## config.mk

```make
export PLATFORM = sky130hd
export DESIGN_NAME = ahb_write_slave_fifo
export DESIGN_NICKNAME = d
export VERILOG_FILES = /design/src/rtl/ahb_write_slave_fifo.sv
export SDC_FILE = /design/constraint.sdc
export NUM_CORES = 1
export LEC_CHECK = 0
export ABC_AREA = 1
export BUFFER_PORTS_ARGS = -buffer_cell sky130_fd_sc_hd__buf_2
export CAP_MARGIN = 10
export CORE_MARGIN = 5
export CORE_UTILIZATION = 55
export CTS_CLUSTER_SIZE = 30
export DETAILED_ROUTE_END_ITERATION = 10
export HOLD_SLACK_MARGIN = 0.08
export PLACE_DENSITY = 0.77
export RECOVER_POWER = 50
export SLEW_MARGIN = 20
export SYNTH_ARGS = -nofsm -noshare
export SYNTH_HDL_FRONTEND = slang
export SYNTH_SLANG_ARGS = --single-unit
```

## constraint.sdc

```tcl
create_clock -name HCLK -period 6 [get_ports HCLK]
set_input_delay 0.9 -clock HCLK [delete_from_list [all_inputs] [get_ports HCLK]]
set_output_delay 0.9 -clock HCLK [all_outputs]
set_load 0.01 [all_outputs]
```

## src/rtl/ahb_write_slave_fifo.sv

```systemverilog
// AHB-Lite write slave with address-window decode, byte-strobe generation and a
// DEPTH-entry write FIFO drained through a valid/ready memory port.
module ahb_write_slave_fifo #(
  parameter int unsigned       DATA_W    = 32,
  parameter int unsigned       ADDR_W    = 32,
  parameter int unsigned       DEPTH     = 4,
  parameter logic [ADDR_W-1:0] BASE_ADDR = '0,
  parameter int unsigned       ADDR_SPAN = 4096
) (
  input  logic                     HCLK,
  input  logic                     HRESET,
  input  logic                     HSEL,
  input  logic [ADDR_W-1:0]        HADDR,
  input  logic [DATA_W-1:0]        HWDATA,
  input  logic                     HWRITE,
  input  logic [2:0]               HBURST,
  input  logic [2:0]               HSIZE,
  input  logic [1:0]               HTRANS,
  input  logic                     HREADY,
  output logic                     HREADYOUT,
  output logic                     HRESP,
  output logic                     mem_wr_valid,
  input  logic                     mem_wr_ready,
  output logic [ADDR_W-1:0]        mem_wr_addr,
  output logic [DATA_W-1:0]        mem_wr_data,
  output logic [DATA_W/8-1:0]      mem_wr_strb,
  output logic                     slave_done,
  output logic [7:0]               beat_count,
  output logic [$clog2(DEPTH):0]   fifo_level
);

  localparam int unsigned       StrbW   = DATA_W / 8;
  localparam int unsigned       LaneW   = $clog2(StrbW);
  localparam int unsigned       PtrW    = $clog2(DEPTH);
  localparam int unsigned       LvlW    = PtrW + 1;
  localparam logic [ADDR_W-1:0] OfsMask = ADDR_W'(ADDR_SPAN - 1);
  localparam logic [1:0]        TransIdle   = 2'b00;
  localparam logic [1:0]        TransNonseq = 2'b10;
  localparam logic [1:0]        TransSeq    = 2'b11;

  typedef enum logic [1:0] {StIdle, StData, StErr1, StErr2} state_e;

  state_e                state_q, state_d;
  logic [ADDR_W-1:0]     addr_q, addr_d;
  logic [StrbW-1:0]      strb_q, strb_d;
  logic                  seq_q, seq_d;
  logic                  burst_q, burst_d;
  logic                  done_q, done_d;
  logic [7:0]            beat_q, beat_d;
  logic [LvlW-1:0]       level_q, level_d;
  logic [PtrW-1:0]       wr_ptr_q, wr_ptr_d, rd_ptr_q, rd_ptr_d;

  logic [ADDR_W-1:0]     fifo_addr [DEPTH];
  logic [DATA_W-1:0]     fifo_data [DEPTH];
  logic [StrbW-1:0]      fifo_strb [DEPTH];

  logic [LaneW-1:0]      lane;
  logic [7:0]            nbytes;
  logic [StrbW-1:0]      strb_calc;
  logic                  legal, addr_ph, ends_burst, push, pop, decode_en, burst_live;
  logic                  unused_hburst;

  assign unused_hburst = ^HBURST;

  always_comb begin
    lane   = HADDR[LaneW-1:0];
    nbytes = 8'd1 << HSIZE;
    for (int unsigned i = 0; i < StrbW; i++) begin
      strb_calc[i] = (i >= 32'(lane)) && (i < 32'(lane) + 32'(nbytes));
    end
    legal = HWRITE && ((HADDR & ~OfsMask) == BASE_ADDR) && (HSIZE <= 3'(LaneW)) &&
            ((HADDR[7:0] & (nbytes - 8'd1)) == 8'd0);
  end

  assign addr_ph    = HSEL && HTRANS[1];
  assign ends_burst = !HSEL || (HTRANS == TransIdle) || (HTRANS == TransNonseq);
  assign push       = (state_q == StData) && (level_q < LvlW'(DEPTH));
  assign pop        = (level_q != '0) && mem_wr_ready;
  assign burst_live = burst_q || push;
  // Address phases are only taken while the bus is ready and we are not mid data phase.
  assign decode_en  = HREADY && ((state_q == StIdle) || (state_q == StErr2) || push);

  always_comb begin
    state_d  = state_q;
    addr_d   = addr_q;
    strb_d   = strb_q;
    seq_d    = seq_q;
    burst_d  = burst_live;
    done_d   = 1'b0;
    beat_d   = beat_q;
    level_d  = level_q + LvlW'(push) - LvlW'(pop);
    wr_ptr_d = wr_ptr_q + PtrW'(push);
    rd_ptr_d = rd_ptr_q + PtrW'(pop);

    if (push) begin
      beat_d = !seq_q ? 8'd1 : (beat_q == 8'hFF) ? beat_q : beat_q + 8'd1;
    end

    if (state_q == StErr1) begin
      state_d = StErr2;
    end else if (decode_en) begin
      if (burst_live && ends_burst) begin
        done_d  = 1'b1;
        burst_d = 1'b0;
      end
      if (addr_ph && legal) begin
        state_d = StData;
        addr_d  = HADDR & OfsMask;
        strb_d  = strb_calc;
        seq_d   = (HTRANS == TransSeq);
      end else if (addr_ph) begin
        // An erroring transfer terminates any open burst silently.
        state_d = StErr1;
        done_d  = 1'b0;
        burst_d = 1'b0;
      end else begin
        state_d = StIdle;
      end
    end
  end

  always_ff @(posedge HCLK or posedge HRESET) begin
    if (HRESET) begin
      state_q  <= StIdle;
      addr_q   <= '0;
      strb_q   <= '0;
      seq_q    <= 1'b0;
      burst_q  <= 1'b0;
      done_q   <= 1'b0;
      beat_q   <= '0;
      level_q  <= '0;
      wr_ptr_q <= '0;
      rd_ptr_q <= '0;
    end else begin
      state_q  <= state_d;
      addr_q   <= addr_d;
      strb_q   <= strb_d;
      seq_q    <= seq_d;
      burst_q  <= burst_d;
      done_q   <= done_d;
      beat_q   <= beat_d;
      level_q  <= level_d;
      wr_ptr_q <= wr_ptr_d;
      rd_ptr_q <= rd_ptr_d;
    end
  end

  always_ff @(posedge HCLK) begin
    if (push) begin
      fifo_addr[wr_ptr_q] <= addr_q;
      fifo_data[wr_ptr_q] <= HWDATA;
      fifo_strb[wr_ptr_q] <= strb_q;
    end
  end

  always_comb begin
    HREADYOUT = 1'b1;
    HRESP     = 1'b0;
    unique case (state_q)
      StIdle:  HREADYOUT = 1'b1;
      StData:  HREADYOUT = (level_q < LvlW'(DEPTH));
      StErr1:  begin HREADYOUT = 1'b0; HRESP = 1'b1; end
      StErr2:  begin HREADYOUT = 1'b1; HRESP = 1'b1; end
      default: HREADYOUT = 1'b1;
    endcase
  end

  // Head fields are masked to zero when empty so the port reads clean after reset.
  assign mem_wr_valid = (level_q != '0);
  assign mem_wr_addr  = mem_wr_valid ? fifo_addr[rd_ptr_q] : '0;
  assign mem_wr_data  = mem_wr_valid ? fifo_data[rd_ptr_q] : '0;
  assign mem_wr_strb  = mem_wr_valid ? fifo_strb[rd_ptr_q] : '0;
  assign slave_done   = done_q;
  assign beat_count   = beat_q;
  assign fifo_level   = level_q;

endmodule

```

# Yosys cells after proc, flatten, opt, wreduce, memory -nomap -nowiden
# Memories as Yosys holds them, arrays and structs flattened.
# Cells that the tools add are included.
# Widths: inputs -> output; s select.
# totals
rom_bits	0
latchBits	0
out_inout_bits	83
ram_bits	192
in_bits	78
regBits	36
n_memories	3
# op_classes
n_eq_ne	7
n_shift	1
div	0
n_lt_le_gt_ge	9
bitwise_logic	2
add_sub_neg	7
multipliers	0
reduce_logical	28
muxes	23
# memory_table
name	depth	word_bits	rd	rd_ports_with_merged_regs	wr	line_no	rtl
fifo_data	4	32	1	0	1	54	logic [DATA_W-1:0] fifo_data [DEPTH];
fifo_addr	4	12	1	0	1	53	logic [ADDR_W-1:0] fifo_addr [DEPTH];
fifo_strb	4	4	1	0	1	55	logic [StrbW-1:0] fifo_strb [DEPTH];
# ops
operator	count
$lt 1x32->1 const A	2
$mux 32	2
$logic_not 32->1	1
$lt 2x32->1 const A	1
$mux 8	2
$mux 1	13
$logic_and 1x1->1	12
$add 2x8->9	1
$lt 2x9->1 const A	1
$add 8x1->8 const B	1
$and 8x8->8	1
$eq 2x2->1 const B	4
$eq 8x8->1 const B	1
$logic_not 8->1	1
$mux 2	4
$shl 1x3->8 const A	1
$sub 8x1->8 const B	1
$logic_or 1x1->1	5
$add 2x1->2	2
$ge 1x2->1 const A	2
$logic_not 2->1	2
$mux 4	1
$reduce_or 2->1	2
$add 3x1->3	1
13 further kinds	13

# Depth between registers and ports, before layout
# Gate-level depths: netlist (run 1).
# depth
depth_word	9
mapped_depth	14
depth_no_buf	14

# Worst setup path before layout (run 1)
# Ideal clock, no wire load.
# synth_path
path_kind	reg2reg
start	reg state_q[1]
end	mem fifo_addr[0][0] in the netlist's numbering, enable pin
slack_ns	1.323
setup_time_ns	0.513
path_buffers	0
path_stages_with_launch	7
arrival_ns	4.164
cell_sequence	dfrtp_1 -> inv_1 -> ha_1 -> inv_1 -> nor2_4 -> inv_1 -> nor3_1
# synth_between
elab_chain_len	4
# synth_rtl
item	line_no	rtl
start, declared	43	state_e state_q, state_d;
start signal, assigned	124	state_q <= StIdle;
start signal, assigned	135	state_q <= state_d;
$eq 2x1->1	77	assign push = (state_q == StData) && (level_q < LvlW'(DEPTH));
$logic_and 1x1->1	77	
$mux 1	149	if (push) begin
$mux 1 (implied by the code)	150	fifo_addr[wr_ptr_q] <= addr_q;
end, declared	53	
# Every way passes these cells.

# Worst setup path after layout (run 1)
# layout_path
start	reg level_q[2], in the netlist fifo_level[2]
end	out mem_wr_addr[9]
# layout_between
elab_chain_len	2
# layout_rtl
item	line_no	rtl
start, declared	50	logic [LvlW-1:0] level_q, level_d;
start signal, assigned	142	level_q <= level_d;
$reduce_bool 3->1	169	assign mem_wr_valid = (level_q != '0);
$mux 32	170	assign mem_wr_addr = mem_wr_valid ? fifo_addr[rd_ptr_q] : '0;
end, declared	24	output logic [ADDR_W-1:0] mem_wr_addr,
# Every way passes these cells.

==> impl_metrics.prom, run 1 <==
# TYPE chip_impl_metric gauge
chip_impl_metric{name="grt_first_pass_wirelength",unit="µm"} 30630
chip_impl_metric{name="synth_cell_types",unit=""} 31
chip_impl_metric{name="layout-area-overhead-vs-synth",unit="%"} 15.77
chip_impl_metric{name="floorplan.die.width",unit="µm"} 141.7
chip_impl_info{name="crit_path_cell_trace",value="nor3_1 > clkbuf_1 > a21oi_1 > buf_2"} 1
chip_impl_metric{name="ys_seq_elements",unit=""} 228
chip_impl_info{name="setup.worst_path.class",value="reg2out"} 1
chip_impl_info{name="yosysTopAreaCell",value="sky130_fd_sc_hd__edfxtp_1"} 1
chip_impl_metric{name="arrival_worst_endpoint",unit="ns"} 3.79
chip_impl_metric{name="antenna_found_initial",unit=""} 2
chip_impl_info{name="path_delay_family",value="buffers and inverters"} 1
chip_impl_metric{name="synthCells",unit=""} 849
chip_impl_metric{name="vdd_ir_drop_max",unit="V"} 0.0002779
chip_impl_metric{name="totalNegativeSetupSlack",unit="ns"} 0
chip_impl_metric{name="io_pins",unit=""} 161
chip_impl_info{name="failed_checks",value="max-capacitance violations, max-slew violations"} 1
chip_impl_metric{name="post-cts-setup-buffers",unit=""} 0
chip_impl_info{name="run_status",value="finished with violations"} 1
chip_impl_metric{name="finalClockSkew",unit="ns"} 0.01298
chip_impl_metric{name="grt_start_max_net_pins",unit=""} 99
chip_impl_metric{name="cts_buffers",unit=""} 23
chip_impl_metric{name="totalPowerFinal",unit="µW"} 5111
chip_impl_metric{name="netlist_area",unit="µm²"} 9543
chip_impl_metric{name="total_grt_usage",unit="%"} 19.16
chip_impl_metric{name="synthesis.yosys.warnings",unit=""} 0
chip_impl_metric{name="crit_fanout",unit=""} 50
chip_impl_metric{name="start_util",unit="%"} 55.56
chip_impl_metric{name="finalHoldViolCount",unit=""} 0
chip_impl_metric{name="cellLeakagePower",unit="µW"} 0.004185
chip_impl_metric{name="asyncSetResetFlopFracSynth",unit="%"} 15.79
chip_impl_metric{name="worst-r2r-setup-slack",unit="ns"} 1.77
chip_impl_metric{name="synth_top_area_share",unit="%"} 60.42
chip_impl_metric{name="postSynthAreaPerCell",unit="µm²"} 11.24
chip_impl_metric{name="post_cts_hold_buffer_count",unit=""} 0
chip_impl_metric{name="filler_cell_count",unit=""} 1326
chip_impl_metric{name="cap_viol_max_count",unit=""} 2
chip_impl_metric{name="placed_cells_incl_taps",unit=""} 1179
chip_impl_metric{name="htree_levels",unit=""} 1
chip_impl_info{name="synth_flop_cell",value="sky130_fd_sc_hd__edfxtp_1"} 1
chip_impl_metric{name="place_hpwl",unit="µm"} 10710
chip_impl_metric{name="post_layout_nonfiller_instances",unit=""} 1221
chip_impl_info{name="crit_path_top_delay_cell",value="sky130_fd_sc_hd__clkbuf_1"} 1
chip_impl_metric{name="deepest_clock_path_buffer_count",unit=""} 3
chip_impl_metric{name="synth_enable_flop_cells",unit=""} 192
chip_impl_metric{name="worstSkewPairLatency",unit="ns"} 0.50
chip_impl_metric{name="placeableCoreArea",unit="µm²"} 17180
chip_impl_metric{name="ant_nets",unit=""} 0
chip_impl_info{name="synth.area.top_cells",value="sky130_fd_sc_hd__edfxtp_1 (60%), sky130_fd_sc_hd__nor2_1 (9.5%), sky130_fd_sc_hd__dfrtp_1 (9.4%), sky130_fd_sc_hd__o21ai_0 (5.4%), sky130_fd_sc_hd__nand2_1 (3.0%)"} 1
chip_impl_metric{name="grt_overflow",unit=""} 0
chip_impl_metric{name="maxSlewHeadroom",unit="%"} -91.82
chip_impl_metric{name="critical_path_buf_inv_count",unit=""} 2
chip_impl_metric{name="vias_in_the_first_global_route",unit=""} 6200
chip_impl_info{name="cp-start-kind",value="flop"} 1
chip_impl_metric{name="synth_seq_area_share",unit="%"} 69.86
chip_impl_metric{name="timing.critical_path.required",unit="ns"} 5.10
chip_impl_info{name="grt_setup_unrepaired",value="false"} 1
chip_impl_metric{name="portion_of_the_clock_cycle_consumed_by_the_worst_path_in_the_final_layout",unit="%"} 78.16
chip_impl_metric{name="slowest_delay",unit="ns"} 2.05
chip_impl_metric{name="power_density",unit="nW/µm²"} 462.6
chip_impl_metric{name="utilization",unit="%"} 64.32
chip_impl_info{name="cts-root-buf",value="sky130_fd_sc_hd__clkbuf_16"} 1
chip_impl_metric{name="final.setup.worst_slack",unit="ns"} 1.310
chip_impl_metric{name="drive_gt1_share",unit="%"} 14.97
chip_impl_metric{name="worst_pin_slew",unit="ns"} 2.877
chip_impl_metric{name="number_of_sinks_driven_by_the_clock_tree",unit=""} 228
chip_impl_metric{name="minimum_clock_period_after_layout",unit="ns"} 4.690
chip_impl_metric{name="fin_nets",unit=""} 1071
chip_impl_info{name="clock_tree_from_tritoncts",value="built"} 1
chip_impl_metric{name="die_area",unit="µm²"} 20080
chip_impl_metric{name="gp_routability_congestion",unit=""} 0.8006
chip_impl_info{name="ys_top_cells_by_count",value="sky130_fd_sc_hd__nor2_1 (241), sky130_fd_sc_hd__edfxtp_1 (192), sky130_fd_sc_hd__o21ai_0 (103)"} 1
chip_impl_metric{name="floorplan.die.height",unit="µm"} 141.7
chip_impl_metric{name="max_clock_freq",unit="GHz"} 0.2132
chip_impl_metric{name="portBuffers",unit=""} 137
chip_impl_metric{name="place_worst_setup_slack",unit="ns"} 2.399
chip_impl_metric{name="detailedRoute.firstPassIterationCount",unit=""} 4
chip_impl_metric{name="routedWlPerCell",unit="µm"} 15.81
chip_impl_info{name="yosys.cell_count.top_type",value="sky130_fd_sc_hd__nor2_1"} 1
chip_impl_metric{name="total_vias_in_the_final_route",unit=""} 6325
chip_impl_metric{name="post_cts_resized",unit=""} 0
chip_impl_info{name="critPathCaptureType",value="output pin"} 1
chip_impl_metric{name="worst_setup_hold_path_clk_slew",unit="ns"} 0.06
chip_impl_metric{name="timing.final.setup_violations",unit=""} 0
chip_impl_metric{name="drt-initial-drc-count",unit=""} 460
chip_impl_metric{name="via_per_inst",unit=""} 5.180
chip_impl_metric{name="slew_viol_final",unit=""} 88
chip_impl_metric{name="drt-total-wl",unit="µm"} 19300
chip_impl_info{name="timing.hold.worst.class",value="reg2reg"} 1
chip_impl_metric{name="rows",unit=""} 48
chip_impl_metric{name="drt_drc_violations_left",unit=""} 0
==> power breakdown <==
| part | switching, µW | internal, µW | leakage, µW | total [µW] |
|---|---|---|---|---|
| Combinational | 1030 | 572 | 0.00165 | 1600 |
| Clock | 560 | 901 | 0.000378 | 1460 |
| Sequential | 165 | 1880 | 0.00216 | 2050 |
==> cell type report <==
cell class                 instances  area, µm²  share of cell area, %
antenna                            1      2.502                0.02265
clock buffer                      29      618.1                  5.595
clock inverter                    12      166.4                  1.506
inverter                          37      138.9                  1.257
multi-input combinational        544       2487                  22.51
sequential                       228       6671                  60.39
tap                              225      281.5                  2.548
timing repair buffer             145      681.9                  6.172
==> worst register-to-register path, delay by kind of cell (launching register included) <==
kind / cells / cell delay (ns)
adders and majority gates: 3 / 0.91
xor gates and xnor gates: 1 / 0.14
and+or+nand+nor: 2 / 0.47
DFF: 1 / 0.44
buffers and inverters: 3 / 2.16
==> cells in the final DEF, fill, tap and decap left out, drive strengths merged, types with 2 or more instances in the layout <==
master / n
edfxtp: 192
ha: 12
clkinvlp: 2
inv: 37
nand4: 2
nand3: 5
xor2: 3
o21ai: 107
fa: 2
dfrtp: 36
buf: 98
nor2: 245
nor3: 7
clkbuf: 76
a21oi: 54
bufinv: 4
conb: 20
clkinv: 6
xnor2: 3
or2: 2
nand2: 78
==> final timing paths <==
path,cells past startpoint,end,start
setup / recovery,4,mem_wr_addr[9],fifo_level[2]
hold / removal,0,fifo_addr[2][9],addr_q[9]
setup reg to reg,9,fifo_level[2],fifo_level[2]
hold reg to reg,0,fifo_addr[2][9],addr_q[9]
min in group asynchronous,3,beat_count[4],HRESET
max in group asynchronous,3,rd_ptr_q[0],HRESET
==> flip-flops by register name, indices dropped and copies added, names as in the netlist <==
signal      cells
fifo_data     128
fifo_addr      48
fifo_strb      16
addr_q         12
beat_count      8
strb_q          4
fifo_level      3
rd_ptr_q        2
state_q         2
wr_ptr_q        2
burst_q         1
seq_q           1
slave_done      1
==> routing by layer <==
layer  wire [µm]  vias to the layer above  track usage (%)
li1            -                     3108                -
met1        8002                     2981            24.65
met2        9619                      197            33.20
met3        1308                       37            3.573
met4         358                        2            5.960
met5          13                        -                0
==> metrics by stage <==
| step | hold WS (ns) | area, µm² |
|---|---|---|
| 4_1_cts | 0.5042 | 11130 |
| 6_report | 0.5142 | 11050 |
| 3_5_place_dp | 0.4965 | 10350 |
| 3_3_place_gp | 0.4830 | 10350 |
| 2_1_floorplan | 0.4673 | 9614 |
| 5_1_grt | 0.5418 | 11050 |
==> cells by family after synthesis <==
group                      count (synthesis)  synth area share, %
and+or+nand+nor                          340                14.00
adders and majority gates                 14                1.993
AOI/OAI and AO/OA                        164                8.706
buffers and inverters                     96                4.851
xor gates and xnor gates                   6               0.5508
other                                      1              0.03930
DFF                                      228                69.86
No activity file was read; power rests on OpenSTA's default activity.
==> run 2, diff against run 1 <==
- clock period: 6 -> 4.9 ns (I/O delays scaled with it)
==> run 2 against run 1 <==
  * The run still ends with max-capacitance violations, max-slew violations left
  * Die area is the same
  * Sequential share of layout area shrank 0.72 points
  * Cell count is 0.41% higher
  * Power up 26%
  * Routed wire length is 0.64% lower
  * Clock power increased by 37%
  * Global-route usage is 0.26 points lower
  * Via count is 0.38% lower
  * Critical path type unchanged
==> impl_metrics.prom, run 2 (synthesized netlist as in run 1, its figures left out) <==
# TYPE chip_impl_metric gauge
chip_impl_info{name="run_status",value="finished with violations"} 1
chip_impl_info{name="failed_checks",value="max-capacitance violations, max-slew violations"} 1
chip_impl_metric{name="switching_share",unit="%"} 33.28
chip_impl_metric{name="deepest_clock_path_buffer_count",unit=""} 3
chip_impl_metric{name="clock_power_share",unit="%"} 31.0
chip_impl_metric{name="post_cts_resized",unit=""} 0
chip_impl_metric{name="post_layout_nonfiller_instances",unit=""} 1226
chip_impl_metric{name="die_area",unit="µm²"} 20080
chip_impl_info{name="timing.hold.worst.class",value="in2reg"} 1
chip_impl_metric{name="vias_in_the_first_global_route",unit=""} 6227
chip_impl_info{name="registers.top_by_ff_count",value="fifo_data"} 1
chip_impl_metric{name="cellLeakagePower",unit="µW"} 0.004253
chip_impl_metric{name="finalHoldViolCount",unit=""} 0
chip_impl_metric{name="placed_cells_incl_taps",unit=""} 1181
chip_impl_metric{name="timing.final.setup_violations",unit=""} 0
chip_impl_metric{name="post-cts-setup-buffers",unit=""} 0
chip_impl_metric{name="place_hpwl",unit="µm"} 10620
chip_impl_info{name="worst_r2r_startpoint",value="state_q[1]"} 1
chip_impl_metric{name="internal_power",unit="µW"} 4309
chip_impl_info{name="cts-root-buf",value="sky130_fd_sc_hd__clkbuf_16"} 1
chip_impl_metric{name="floorplan.die.height",unit="µm"} 141.7
chip_impl_metric{name="worst_pin_slew",unit="ns"} 1.971
chip_impl_metric{name="met3_usage",unit="%"} 3.505
chip_impl_metric{name="largest_reg_flops",unit=""} 128
chip_impl_metric{name="drt_drc_violations_left",unit=""} 0
chip_impl_info{name="worst_hold_path.endpoint",value="addr_q[2]"} 1
chip_impl_metric{name="vdd_ir_drop_max",unit="V"} 0.0003643
chip_impl_metric{name="worst_setup_hold_path_clk_slew",unit="ns"} 0.06
chip_impl_info{name="critical_path.reg2reg.endpoint",value="fifo_data[2][17]"} 1
chip_impl_metric{name="start_util",unit="%"} 55.56
chip_impl_metric{name="rows",unit=""} 48
chip_impl_metric{name="critical_path_buf_inv_count",unit=""} 3
chip_impl_metric{name="gp_routability_congestion",unit=""} 0.7993
chip_impl_metric{name="ant_nets",unit=""} 0
chip_impl_metric{name="maxSlewHeadroom",unit="%"} -31.42
chip_impl_metric{name="max_clock_freq",unit="GHz"} 0.2878
chip_impl_metric{name="arrival_worst_endpoint",unit="ns"} 2.74
chip_impl_metric{name="totalNegativeSetupSlack",unit="ns"} 0
chip_impl_metric{name="grt_first_pass_wirelength",unit="µm"} 30530
chip_impl_metric{name="net-switching-power",unit="µW"} 2149
chip_impl_metric{name="slowest_delay",unit="ns"} 0.74
chip_impl_metric{name="number_of_sinks_driven_by_the_clock_tree",unit=""} 228
chip_impl_info{name="crit_path_top_delay_cell",value="sky130_fd_sc_hd__inv_2"} 1
chip_impl_metric{name="htree_levels",unit=""} 1
chip_impl_metric{name="worst-r2r-setup-slack",unit="ns"} 2.01
chip_impl_metric{name="antenna_found_initial",unit=""} 2
chip_impl_metric{name="routedWlPerCell",unit="µm"} 15.64
chip_impl_metric{name="slew_viol_final",unit=""} 37
chip_impl_metric{name="fin_nets",unit=""} 1074
chip_impl_info{name="largest_registers",value="fifo_data: 128 flops, fifo_addr: 48 flops, fifo_strb: 16 flops"} 1
chip_impl_metric{name="grt_start_max_net_pins",unit=""} 98
chip_impl_metric{name="layout-area-overhead-vs-synth",unit="%"} 17.18
chip_impl_metric{name="power.share.sequential",unit="%"} 37.0
chip_impl_metric{name="cap_viol_max_count",unit=""} 1
chip_impl_metric{name="rr_worst_depth",unit=""} 7
chip_impl_info{name="grt_setup_unrepaired",value="false"} 1
chip_impl_metric{name="drt-total-wl",unit="µm"} 19180
chip_impl_metric{name="placeableCoreArea",unit="µm²"} 17180
chip_impl_metric{name="io_pins",unit=""} 161
chip_impl_metric{name="totalPowerFinal",unit="µW"} 6459
chip_impl_info{name="top_usage_layer",value="met2"} 1
chip_impl_metric{name="share_comb_of_total_power",unit="%"} 32.0
chip_impl_metric{name="portion_of_the_clock_cycle_consumed_by_the_worst_path_in_the_final_layout",unit="%"} 70.90
chip_impl_metric{name="drt-initial-drc-count",unit=""} 365
chip_impl_metric{name="grt_overflow",unit=""} 0
chip_impl_info{name="path_delay_family",value="buffers and inverters"} 1
chip_impl_metric{name="drive_gt1_share",unit="%"} 15.60
chip_impl_metric{name="post_cts_hold_buffer_count",unit=""} 0
chip_impl_metric{name="via_per_inst",unit=""} 5.139
chip_impl_metric{name="timing.critical_path.required",unit="ns"} 4.16
chip_impl_info{name="layout_commonest_cell",value="sky130_fd_sc_hd__nor2_1"} 1
chip_impl_info{name="layout_common_cells",value="sky130_fd_sc_hd__nor2_1 (243), sky130_fd_sc_hd__edfxtp_1 (192), sky130_fd_sc_hd__o21ai_0 (103), sky130_fd_sc_hd__buf_2 (92), sky130_fd_sc_hd__nand2_1 (78)"} 1
chip_impl_info{name="critPathCaptureType",value="output pin"} 1
chip_impl_metric{name="cts_buffers",unit=""} 24
chip_impl_metric{name="minimum_clock_period_after_layout",unit="ns"} 3.474
chip_impl_metric{name="portBuffers",unit=""} 137
chip_impl_info{name="clock_tree_from_tritoncts",value="built"} 1
chip_impl_info{name="worstHoldStart",value="HADDR[2]"} 1
chip_impl_info{name="setup.worst_path.class",value="reg2out"} 1
chip_impl_metric{name="power_density",unit="nW/µm²"} 577.6
chip_impl_metric{name="floorplan.die.width",unit="µm"} 141.7
chip_impl_metric{name="total_grt_usage",unit="%"} 18.89
chip_impl_metric{name="detailedRoute.firstPassIterationCount",unit=""} 5
chip_impl_info{name="cp-start-kind",value="flop"} 1
chip_impl_metric{name="hold_path_stages",unit=""} 3
chip_impl_info{name="crit_path_cell_trace",value="inv_2 > buf_4 > o21ai_0 > a21oi_1 > buf_2"} 1
chip_impl_metric{name="finalClockSkew",unit="ns"} 0.01591
chip_impl_metric{name="crit_fanout",unit=""} 67
chip_impl_metric{name="total_vias_in_the_final_route",unit=""} 6301
chip_impl_metric{name="gr-usage-met2",unit="%"} 32.05
chip_impl_metric{name="global_route.usage.met1",unit="%"} 25.55
chip_impl_metric{name="filler_cell_count",unit=""} 1295
chip_impl_metric{name="worstSkewPairLatency",unit="ns"} 0.50
[run 2: how the worst max path moves through the flow]
stage                      from               to  slack, ns  cells after the start
finish              rd_ptr_q[0]  mem_wr_data[17]       1.43                      5
floorplan            state_q[1]  fifo_addr[0][0]       0.22                      6
global route        rd_ptr_q[0]  mem_wr_data[17]       1.23                      5
detailed placement  rd_ptr_q[0]  mem_wr_data[17]       1.95                      5
CTS                 rd_ptr_q[0]  mem_wr_data[17]       1.35                      5
global placement    rd_ptr_q[0]  mem_wr_data[17]       2.05                      5
[run 2: layout make-up]
class	count	area (µm²)	area share [%]
sequential	228	6671	59.66
clock inverter	16	266.5	2.383
antenna	1	2.502	0.02238
timing repair buffer	147	696.9	6.232
inverter	37	138.9	1.242
tap	225	281.5	2.518
multi-input combinational	544	2487	22.24
clock buffer	28	636.9	5.695
[run 2: layer usage]
metal | share of wire (%) | up-vias
met5 | 0.068 | -
met4 | 1.2 | 2
met1 | 42 | 2954
met2 | 49 | 195
met3 | 7.0 | 26
li1 | - | 3124
[run 2: worst reg2reg max path: stages, from the launching register on]
cell and delay [ns]:
sky130_fd_sc_hd__dfrtp_1 0.39, sky130_fd_sc_hd__inv_1 0.11, sky130_fd_sc_hd__ha_1 0.15, sky130_fd_sc_hd__inv_1 0.03, sky130_fd_sc_hd__nor2_1 0.34, sky130_fd_sc_hd__inv_1 0.23, sky130_fd_sc_hd__nor3_1 0.26, sky130_fd_sc_hd__clkbuf_1 0.96
[run 2: metrics by stage]
| stage | instance area, µm² | setup WS, ns | util [%] | hold WS, ns |
|---|---|---|---|---|
| floorplan | 9614 | 0.2229 | - | 0.4673 |
| CTS | 11270 | 1.354 | 65.59 | 0.3366 |
| global route | 11180 | 1.226 | 65.10 | 0.4285 |
| finish | 11180 | 1.426 | 65.10 | 0.4272 |
| detailed placement | 10360 | 1.953 | 60.33 | 0.4915 |
| global placement | 10360 | 2.049 | 60.33 | 0.4835 |
[run 2: power by group through the flow]
stage	clock [µW]	sequential [µW]	combinational [µW]
2_1_floorplan	0	2430	1380
3_3_place_gp	0	2420	2060
3_5_place_dp	0	2430	2100
4_1_cts	2040	2390	2110
5_1_grt	2120	2410	2330
6_report	2000	2390	2070
